<file path="src/rtl/bulls_cows_engine_if.sv">
// Keypad/answer/score bundle for bulls_cows_engine; the front end drives the
// master side and the engine is the slave.
interface bulls_cows_engine_if #(
    parameter int DIGITS    = 4,
    parameter int MAX_TRIES = 10
);
    localparam int CW = $clog2(DIGITS + 1);
    localparam int TW = $clog2(MAX_TRIES + 1);

    logic                  key_valid;
    logic [3:0]            key_code;
    logic                  clr;
    logic                  answer_load;
    logic [4*DIGITS-1:0]   answer;
    logic [4*DIGITS-1:0]   guess_out;
    logic [CW-1:0]         entry_cnt;
    logic [CW-1:0]         strike;
    logic [CW-1:0]         ball;
    logic                  score_valid;
    logic [TW-1:0]         tries_used;
    logic                  busy;
    logic                  win;
    logic                  lose;

    modport master (
        output key_valid, key_code, clr, answer_load, answer,
        input  guess_out, entry_cnt, strike, ball, score_valid,
               tries_used, busy, win, lose
    );

    modport slave (
        input  key_valid, key_code, clr, answer_load, answer,
        output guess_out, entry_cnt, strike, ball, score_valid,
               tries_used, busy, win, lose
    );
endinterface

</file>
<file path="src/rtl/bulls_cows_engine.sv">
// Bulls-and-Cows engine: assembles keypad digits into a guess, scores it one
// position per cycle and tracks attempts. Optional macro BCE_DUP_REJECT_EN drops repeated digits.
module bulls_cows_engine #(
    parameter int DIGITS    = 4,
    parameter int MAX_TRIES = 10
) (
    input  logic                  clk,
    input  logic                  rst_n,
    bulls_cows_engine_if.slave    bus
);
    localparam int CW = $clog2(DIGITS + 1);
    localparam int TW = $clog2(MAX_TRIES + 1);

    typedef enum logic [2:0] {S_IDLE, S_ENTRY, S_CHECK, S_WIN, S_LOSE} state_e;

    state_e              state_q, state_d;
    logic [4*DIGITS-1:0] answer_q, answer_d;
    logic [4*DIGITS-1:0] guess_q, guess_d;
    logic [CW-1:0]       entry_cnt_q, entry_cnt_d;
    logic [CW-1:0]       idx_q, idx_d;
    logic [CW-1:0]       strike_acc_q, strike_acc_d;
    logic [CW-1:0]       ball_acc_q, ball_acc_d;
    logic [CW-1:0]       strike_q, strike_d;
    logic [CW-1:0]       ball_q, ball_d;
    logic [TW-1:0]       tries_q, tries_d;
    logic                score_valid_q, score_valid_d;
    logic                busy_q, busy_d;
    logic                win_q, win_d;
    logic                lose_q, lose_d;

    logic                load_s, dup_s, key_ok_s, hit_strike_s, hit_ball_s;
    logic [CW-1:0]       strike_fin_s, ball_fin_s;
    logic [TW-1:0]       tries_inc_s;

    // Position 0 is the most significant nibble.
    function automatic logic [3:0] nib(input logic [4*DIGITS-1:0] v, input int p);
        nib = v[4*(DIGITS-1-p) +: 4];
    endfunction

    // Per-cycle scoring of the position selected by idx_q.
    always_comb begin
        hit_strike_s = 1'b0;
        hit_ball_s   = 1'b0;
        for (int i = 0; i < DIGITS; i++) begin
            hit_strike_s = hit_strike_s | ((idx_q == CW'(i)) & (nib(guess_q, i) == nib(answer_q, i)));
            for (int j = 0; j < DIGITS; j++) begin
                hit_ball_s = hit_ball_s | ((idx_q == CW'(i)) & (j != i) &
                                           (nib(guess_q, i) == nib(answer_q, j)));
            end
        end
        hit_ball_s   = hit_ball_s & ~hit_strike_s;
        strike_fin_s = strike_acc_q + CW'(hit_strike_s);
        ball_fin_s   = ball_acc_q + CW'(hit_ball_s);
        tries_inc_s  = (tries_q == TW'(MAX_TRIES)) ? tries_q : tries_q + TW'(1);
    end

    // Key qualification, including the optional repeated-digit filter.
    always_comb begin
`ifdef BCE_DUP_REJECT_EN
        dup_s = 1'b0;
        for (int p = 0; p < DIGITS; p++) begin
            dup_s = dup_s | ((CW'(p) < entry_cnt_q) & (nib(guess_q, p) == bus.key_code));
        end
`else
        dup_s = 1'b0;
`endif
        load_s   = bus.answer_load & (state_q != S_CHECK);
        key_ok_s = bus.key_valid & ~bus.clr & (bus.key_code <= 4'd9) & ~dup_s;
    end

    // Next-state and datapath updates.
    always_comb begin
        state_d       = state_q;
        answer_d      = answer_q;
        guess_d       = guess_q;
        entry_cnt_d   = entry_cnt_q;
        idx_d         = idx_q;
        strike_acc_d  = strike_acc_q;
        ball_acc_d    = ball_acc_q;
        strike_d      = strike_q;
        ball_d        = ball_q;
        tries_d       = tries_q;
        score_valid_d = 1'b0;
        if (load_s) begin
            answer_d    = bus.answer;
            guess_d     = {DIGITS{4'hF}};
            entry_cnt_d = {CW{1'b0}};
            tries_d     = {TW{1'b0}};
            strike_d    = {CW{1'b0}};
            ball_d      = {CW{1'b0}};
            state_d     = S_ENTRY;
        end else begin
            case (state_q)
                S_ENTRY: begin
                    if (bus.clr) begin
                        guess_d     = {DIGITS{4'hF}};
                        entry_cnt_d = {CW{1'b0}};
                    end else if (key_ok_s) begin
                        for (int p = 0; p < DIGITS; p++) begin
                            if (entry_cnt_q == CW'(p)) begin
                                guess_d[4*(DIGITS-1-p) +: 4] = bus.key_code;
                            end else begin
                                guess_d[4*(DIGITS-1-p) +: 4] = guess_q[4*(DIGITS-1-p) +: 4];
                            end
                        end
                        entry_cnt_d = entry_cnt_q + CW'(1);
                        if (entry_cnt_q == CW'(DIGITS - 1)) begin
                            state_d      = S_CHECK;
                            idx_d        = {CW{1'b0}};
                            strike_acc_d = {CW{1'b0}};
                            ball_acc_d   = {CW{1'b0}};
                        end else begin
                            state_d = S_ENTRY;
                        end
                    end else begin
                        state_d = S_ENTRY;
                    end
                end
                S_CHECK: begin
                    if (idx_q == CW'(DIGITS - 1)) begin
                        strike_d      = strike_fin_s;
                        ball_d        = ball_fin_s;
                        score_valid_d = 1'b1;
                        tries_d       = tries_inc_s;
                        guess_d       = {DIGITS{4'hF}};
                        entry_cnt_d   = {CW{1'b0}};
                        if (strike_fin_s == CW'(DIGITS)) begin
                            state_d = S_WIN;
                        end else if (tries_inc_s == TW'(MAX_TRIES)) begin
                            state_d = S_LOSE;
                        end else begin
                            state_d = S_ENTRY;
                        end
                    end else begin
                        idx_d        = idx_q + CW'(1);
                        strike_acc_d = strike_fin_s;
                        ball_acc_d   = ball_fin_s;
                    end
                end
                S_IDLE:  state_d = S_IDLE;
                S_WIN:   state_d = S_WIN;
                S_LOSE:  state_d = S_LOSE;
                default: state_d = S_IDLE;
            endcase
        end
        busy_d = (state_d == S_CHECK);
        win_d  = (state_d == S_WIN);
        lose_d = (state_d == S_LOSE);
    end

    // State and output registers.
    always_ff @(posedge clk or negedge rst_n) begin
        if (!rst_n) begin
            state_q       <= S_IDLE;
            answer_q      <= {(4*DIGITS){1'b0}};
            guess_q       <= {DIGITS{4'hF}};
            entry_cnt_q   <= {CW{1'b0}};
            idx_q         <= {CW{1'b0}};
            strike_acc_q  <= {CW{1'b0}};
            ball_acc_q    <= {CW{1'b0}};
            strike_q      <= {CW{1'b0}};
            ball_q        <= {CW{1'b0}};
            tries_q       <= {TW{1'b0}};
            score_valid_q <= 1'b0;
            busy_q        <= 1'b0;
            win_q         <= 1'b0;
            lose_q        <= 1'b0;
        end else begin
            state_q       <= state_d;
            answer_q      <= answer_d;
            guess_q       <= guess_d;
            entry_cnt_q   <= entry_cnt_d;
            idx_q         <= idx_d;
            strike_acc_q  <= strike_acc_d;
            ball_acc_q    <= ball_acc_d;
            strike_q      <= strike_d;
            ball_q        <= ball_d;
            tries_q       <= tries_d;
            score_valid_q <= score_valid_d;
            busy_q        <= busy_d;
            win_q         <= win_d;
            lose_q        <= lose_d;
        end
    end

    assign bus.guess_out   = guess_q;
    assign bus.entry_cnt   = entry_cnt_q;
    assign bus.strike      = strike_q;
    assign bus.ball        = ball_q;
    assign bus.score_valid = score_valid_q;
    assign bus.tries_used  = tries_q;
    assign bus.busy        = busy_q;
    assign bus.win         = win_q;
    assign bus.lose        = lose_q;
endmodule
</file>
<file path="src/flat_wrapper.sv">
// flat-port wrapper written by rule: the top's interface ports become plain ports
module bulls_cows_engine_flat 
#(
    parameter int DIGITS    = 4,
    parameter int MAX_TRIES = 10
)
  (clk, rst_n, bus_key_valid, bus_key_code, bus_clr, bus_answer_load, bus_answer, bus_guess_out, bus_entry_cnt, bus_strike, bus_ball, bus_score_valid, bus_tries_used, bus_busy, bus_win, bus_lose);
  bulls_cows_engine_if #(.DIGITS(DIGITS), .MAX_TRIES(MAX_TRIES)) bus_i ();
  input  logic clk;
  input  logic rst_n;
  input wire logic [$bits(bus_i.key_valid)-1:0] bus_key_valid;
  input wire logic [$bits(bus_i.key_code)-1:0] bus_key_code;
  input wire logic [$bits(bus_i.clr)-1:0] bus_clr;
  input wire logic [$bits(bus_i.answer_load)-1:0] bus_answer_load;
  input wire logic [$bits(bus_i.answer)-1:0] bus_answer;
  output wire logic [$bits(bus_i.guess_out)-1:0] bus_guess_out;
  output wire logic [$bits(bus_i.entry_cnt)-1:0] bus_entry_cnt;
  output wire logic [$bits(bus_i.strike)-1:0] bus_strike;
  output wire logic [$bits(bus_i.ball)-1:0] bus_ball;
  output wire logic [$bits(bus_i.score_valid)-1:0] bus_score_valid;
  output wire logic [$bits(bus_i.tries_used)-1:0] bus_tries_used;
  output wire logic [$bits(bus_i.busy)-1:0] bus_busy;
  output wire logic [$bits(bus_i.win)-1:0] bus_win;
  output wire logic [$bits(bus_i.lose)-1:0] bus_lose;
  assign bus_i.key_valid = bus_key_valid;
  assign bus_i.key_code = bus_key_code;
  assign bus_i.clr = bus_clr;
  assign bus_i.answer_load = bus_answer_load;
  assign bus_i.answer = bus_answer;
  assign bus_guess_out = bus_i.guess_out;
  assign bus_entry_cnt = bus_i.entry_cnt;
  assign bus_strike = bus_i.strike;
  assign bus_ball = bus_i.ball;
  assign bus_score_valid = bus_i.score_valid;
  assign bus_tries_used = bus_i.tries_used;
  assign bus_busy = bus_i.busy;
  assign bus_win = bus_i.win;
  assign bus_lose = bus_i.lose;
  bulls_cows_engine #(.DIGITS(DIGITS), .MAX_TRIES(MAX_TRIES)) u_core (.clk(clk), .rst_n(rst_n), .bus(bus_i));
endmodule
</file>
<file path="config.mk">
export PLATFORM = sky130hd
export DESIGN_NAME = bulls_cows_engine_flat
export DESIGN_NICKNAME = d
export VERILOG_FILES = /design/src/rtl/bulls_cows_engine_if.sv /design/src/rtl/bulls_cows_engine.sv /design/src/flat_wrapper.sv
export SDC_FILE = /design/constraint.sdc
export NUM_CORES = 1
export LEC_CHECK = 0
export BUFFER_PORTS_ARGS = -buffer_cell sky130_fd_sc_hd__buf_2
export CAP_MARGIN = 15
export CORE_MARGIN = 4
export CORE_UTILIZATION = 55
export CTS_BUF_LIST = sky130_fd_sc_hd__clkbuf_16
export DETAILED_ROUTE_END_ITERATION = 8
export GPL_ROUTABILITY_DRIVEN = 0
export PLACE_DENSITY_LB_ADDON = 0.3
export SETUP_SLACK_MARGIN = 0.15
export SLEW_MARGIN = 20
export SYNTH_ARGS = -nofsm -noshare
export SYNTH_HDL_FRONTEND = slang
export SYNTH_SLANG_ARGS = --single-unit
</file>
<file path="constraint.sdc">
create_clock -name clk -period 6.7 [get_ports clk]
set_input_delay 0.67 -clock clk [delete_from_list [all_inputs] [get_ports clk]]
set_output_delay 0.67 -clock clk [all_outputs]
set_load 0.02 [all_outputs]
</file>
After elaboration in Yosys (flattened, before gate mapping) --
Cells that the tools add are included.
Operators by class: add/subtract/negate cells 5, magnitude comparators 1, muxes and demuxes 44, equal/unequal tests 43, bitwise operators 37, reduce and logical (&&, ||, !) cells 13
Operators by type and width (number):
- $eq A4 B4 Y1 | 16
- $mux W16 | 4
- $mux W3 | 21
- $mux W4 | 8
- $pmux W16 S2 | 1
- $eq A3 B2 Y1 const B | 8
- $pmux W3 S2 | 4
- $and A1 B1 Y1 | 20
- $ne A4 B2 Y1 const B | 5
- $reduce_and A4 Y1 | 4
- $or A1 B1 Y1 | 14
- $pmux W3 S4 | 1
- $eq A3 B1 Y1 const B | 3
- $eq A3 B3 Y1 const B | 3
- $eq A4 B4 Y1 const B | 2
- $add A3 B1 Y3 | 2
- $add A3 B1 Y3 const B | 2
- $logic_not A3 Y1 | 2
- $reduce_and A6 Y1 | 1
- $reduce_bool A2 Y1 | 3
- $add A4 B1 Y4 const B | 1
- $le A4 B4 Y1 const B | 1
- $mux W2 | 2
- $ne A2 B1 Y1 const B | 2
- 8 further kinds | 13
Storage, ports and cells: flip-flop bits (word level) 61, output and inout port bits 33, bits of input ports 25, logic and storage cells 160

Longest topological paths before layout --
word-level depth 18, mapped depth 13, gate-level depth less buffers 12

Worst setup path before layout --
Ideal clock, no wire load.
path type reg-to-reg, from reg, netlist name u_core.bus.guess_out[3], to reg u_core.idx_q[0], data required time 6.549 ns, stages on the path, launching flop included 13, clock period less this slack 3.173 ns, arrival time 3.022 ns, setup time 0.151 ns, path slack 3.527 ns, path buffers 1, cells stage by stage dfstp_2 clkbuf_1 xor2_1 nor3_1 nand3_1 o31ai_1 or3_1 ha_1 ha_1 o311ai_0 a2bb2oi_1 nor4_2 mux2i_1
RTL lines:
- end signal, assigned | line bulls_cows_engine.sv:158 | idx_q <= {CW{1'b0}};
- end signal, assigned | line bulls_cows_engine.sv:173 | idx_q <= idx_d;
- end, declared | line bulls_cows_engine.sv:20 | logic [CW-1:0] idx_q, idx_d;

Final worst setup path --
from reg u_core.idx_q[0], to reg u_core.strike_acc_q[1]
Between the ends: cells in the longest elaborated chain, start to end 8, elaborated cells between the ends (all ways) 16, classes of those cells add/sub: 1; eq/ne: 4; mux: 2; bitwise: 7; reduce/logical: 2
RTL lines:
- $eq A3 B1 Y1 / $logic_not A3 Y1 (equally long branches)
- $and A1 B1 Y1 | line bulls_cows_engine.sv:45 | hit_strike_s = hit_strike_s | ((idx_q == CW'(i)) & (nib(guess_q, i) == nib(answer_q, i)));
- $or A1 B1 Y1 (3 in series) | line bulls_cows_engine.sv:45
- $add A3 B1 Y3 | line bulls_cows_engine.sv:52 | strike_fin_s = strike_acc_q + CW'(hit_strike_s);
- $mux W3 | line bulls_cows_engine.sv:120 | if (idx_q == CW'(DIGITS - 1)) begin
- $pmux W3 S2 | line bulls_cows_engine.sv:93 | case (state_q)
- end signal, assigned | line bulls_cows_engine.sv:159 | strike_acc_q <= {CW{1'b0}};
- end signal, assigned | line bulls_cows_engine.sv:174 | strike_acc_q <= strike_acc_d;
- end, declared | line bulls_cows_engine.sv:21 | logic [CW-1:0] strike_acc_q, strike_acc_d;
Several ways; a longest one is shown, not always the timed one. The select of a mux whose other input is x is not followed. A chain may end at the register's enable or synchronous reset.

==> out/qor.yml <==
run_status:
  outcome: "complete, no violations"
die:
  dieArea_mm2: 0.00819
  num_rows: 29
  io_pins: 58
  dieWidth_um: 90.5
  initial_core_util_pct: 57.7
  die_height_um: 90.5
  core_region_area_mm2: 0.00649
route:
  drc: 0
  ant_nets: 0
  vias_per_cell: 5.65
  drt_wl_total_mm: 8.65
  wl_per_cell_um: 16.9
  drtPass1Iterations: 4
  num_vias: 2893
  drt-initial-drc-count: 148
synthesis:
  synth_seq_area_share_pct: 41.3
  synth-edff-count: 0
  yosysUniqueCellTypes: 50
  yosys_warnings: 0
  syn_area_mm2: 0.00374
  syn_area_per_cell_um2: 9.36
  synth_seq_cells: 61
  synth_flop_cell: "dfrtp_1"
  synth.net_count: 441
  synthArstFlopShare_pct: 100
  syn_inst: 400
timing:
  post-route-min-period_ns: 3.47
  setup_violations: 0
  hold_violations: 0
  fin_crit_sh_pct: 51.9
  fin_setup_tns_ns: 0
  slew_viol_final: 0
  worstMarginPinSlew_ns: 0.747
  clock_skew_ns: 0.00652
  relSlewSlack_pct: 50.2
  fmax_mhz: 288
  rsz0062_at_grt: "false"
  layout_setup_ws_ns: 3.23
grt:
  antenna_found_initial: 0
  grt-ovfl-total: 0
  grt_max_degree: 62
  grt_first_pass_wirelength_mm: 14.5
  grt_usage_pct: 22.2
  grt_pass1_vias: 2885
setup_path:
  r2r_slack_ns: 3.23
  path_max_fanout: 10
  critPathKind: "flip-flop to flip-flop"
  critPathLaunchType: "flip-flop"
  crit_arrival_ns: 3.64
  crit_path_end_kind: "flip-flop"
  rr_worst_depth: 12
  reg2reg_from: "u_core.idx_q[0]"
  r2r-end: "u_core.strike_acc_q[1]"
  required_ns: 6.87
clock_tree:
  cts_num_sinks: 61
  ctsResizeCount: 0
  cts_tree: "done"
  clock_latency_ns: 0.33
  cts_buffer_depth: 2
  cts_inserted_buffers: 9
  cts_setup_buffers: 0
  path_clk_slew_ns: 0.05
  htree_num_levels: 3
  root_buffer: "clkbuf_16"
  holdBufCountCts: 0
placement:
  hpwl_mm: 6.30
  pre_cts_slack_ns: 3.22
  portBuffers: 57
job:
  drv_cap: 0
pwr:
  vdd_drop_max_mv: 0.126
  p_per_area_mw_per_mm2: 236
  p_leak_nw: 1.91
cells_and_area:
  multiInputGateArea_mm2: 0.00197
  nNetsFinal: 471
  area_growth_pct: 14.2
  num_antenna_cells: 0
  regArea_mm2: 0.00155
  final_layout_size_suffix_gt1_share_pct: 27.1
  num-fill-cells: 548
worst_hold_path:
  hold_class: "primary input to async pin"
==> cells in the mapped netlist, types with 2 or more instances <==
library cell / instances / area share (%)
dfrtp_1: 45 / 30
o21ai_0: 16 / 2.1
o311ai_0: 2 / 0.47
clkbuf_1: 32 / 3.2
a21oi_1: 4 / 0.53
mux2i_1: 3 / 0.80
nand3_1: 8 / 1.1
a31oi_1: 3 / 0.50
xor2_1: 18 / 4.2
o31a_1: 3 / 0.70
inv_1: 15 / 1.5
nor2b_1: 4 / 0.67
o31ai_1: 2 / 0.40
ha_1: 16 / 5.3
nand2_1: 73 / 7.3
a21boi_0: 2 / 0.40
nor4_1: 5 / 0.84
mux2_2: 17 / 5.1
buf_2: 2 / 0.27
a21oi_2: 3 / 0.70
nor3_1: 4 / 0.53
nand4_1: 11 / 1.8
or2_2: 4 / 0.67
a22o_1: 4 / 0.94
or3_1: 3 / 0.50
buf_1: 4 / 0.40
nor2_1: 12 / 1.2
dfstp_2: 16 / 11
xnor2_1: 47 / 11
nor4_2: 2 / 0.67
==> sequential cells by signal, indices dropped and copies added, names as in the netlist <==
name,flops
u_core.answer_q,16
u_core.bus.guess_out,16
u_core.bus.tries_used,4
u_core.ball_acc_q,3
u_core.bus.ball,3
u_core.bus.entry_cnt,3
u_core.bus.strike,3
u_core.idx_q,3
u_core.state_q,3
u_core.strike_acc_q,3
u_core.bus.busy,1
u_core.bus.lose,1
u_core.bus.score_valid,1
u_core.bus.win,1
==> power breakdown <==
part	internal [mW]	switching, mW	total (mW)
Sequential	0.390	0.0401	0.431
Combinational	0.0622	0.0610	0.123
Clock	0.290	0.163	0.453
==> layout make-up <==
| class | count | share of cell area (%) |
|---|---|---|
| clock buffer | 11 | 6.44 |
| clock inverter | 5 | 0.527 |
| inverter | 16 | 1.40 |
| multi-input combinational | 283 | 46.2 |
| sequential | 61 | 36.2 |
| tap | 77 | 2.25 |
| timing repair buffer | 59 | 7.02 |
==> logic make-up (layout without fill, tap and decap cells) <==
logic type | count (synthesis) | count (layout) | share of synthesized area (%)
adders and majority gates | 16 | 16 | 5.35
DFF | 61 | 61 | 41.3
buffers and inverters | 56 | 91 | 5.98
AOI/OAI and AO/OA | 48 | 48 | 9.09
and+or+nand+nor | 134 | 134 | 17.2
muxes | 20 | 20 | 5.91
xor gates and xnor gates | 65 | 65 | 15.2
==> metal layers <==
metal | wire (um) | vias to the layer above | global-route usage [%]
met4 | 105 | 0 | 6.51
met3 | 448 | 11 | 4.58
met1 | 3730 | 1412 | 28.4
met5 | 0 | - | 0
li1 | - | 1384 | -
met2 | 4370 | 86 | 37.9
==> how the worst max path moves through the flow <==
stage	depth (start not counted)	endpoint	slack (ns)	startpoint
after global placement	12	u_core.ball_acc_q[2]	3.36	u_core.idx_q[0]
after detailed placement	12	u_core.strike_acc_q[1]	3.22	u_core.idx_q[0]
after global routing	12	u_core.strike_acc_q[2]	2.88	u_core.idx_q[0]
final	12	u_core.strike_acc_q[1]	3.23	u_core.idx_q[0]
after floorplan	12	u_core.idx_q[0]	3.53	u_core.bus.guess_out[3]
after CTS	12	u_core.strike_acc_q[1]	3.23	u_core.idx_q[0]
==> critical path, cell delays in order (launching register included) <==
cell     delay, ns
dfrtp_1       0.40
ha_1          0.21
ha_1          0.31
nand3_1       0.11
o31ai_1       0.08
or3_1         0.33
ha_1          0.22
ha_1          0.23
xnor2_1       0.21
or3_1         0.17
a41oi_1       0.17
nor4_2        0.68
o21ai_0       0.20
==> stage by stage <==
stage	area [um^2]	util, %	hold WS, ns	power [mW]	cells
after floorplan	3740	-	0.374	0.521	400
after global placement	3980	61.2	0.482	0.555	496
after detailed placement	3980	61.2	0.481	0.560	496
after CTS	4280	65.8	0.506	1.02	512
after global routing	4280	65.8	0.534	1.05	512
final	4280	65.8	0.496	1.01	512
==> layout by cell type (no fill, tap or decap), types with 4 or more instances in the layout <==
master,count
a21oi_1,4
a22o_1,4
buf_2,57
clkbuf_16,11
dfrtp_1,45
dfstp_2,16
ha_1,16
inv_1,16
mux2_2,17
nand2_1,73
nand3_1,8
nand4_1,11
nor2_1,12
nor2b_1,4
nor3_1,4
nor4_1,5
o21ai_0,16
or2_2,4
xnor2_1,47
xor2_1,18
No activity file was read; power rests on OpenSTA's default activity.
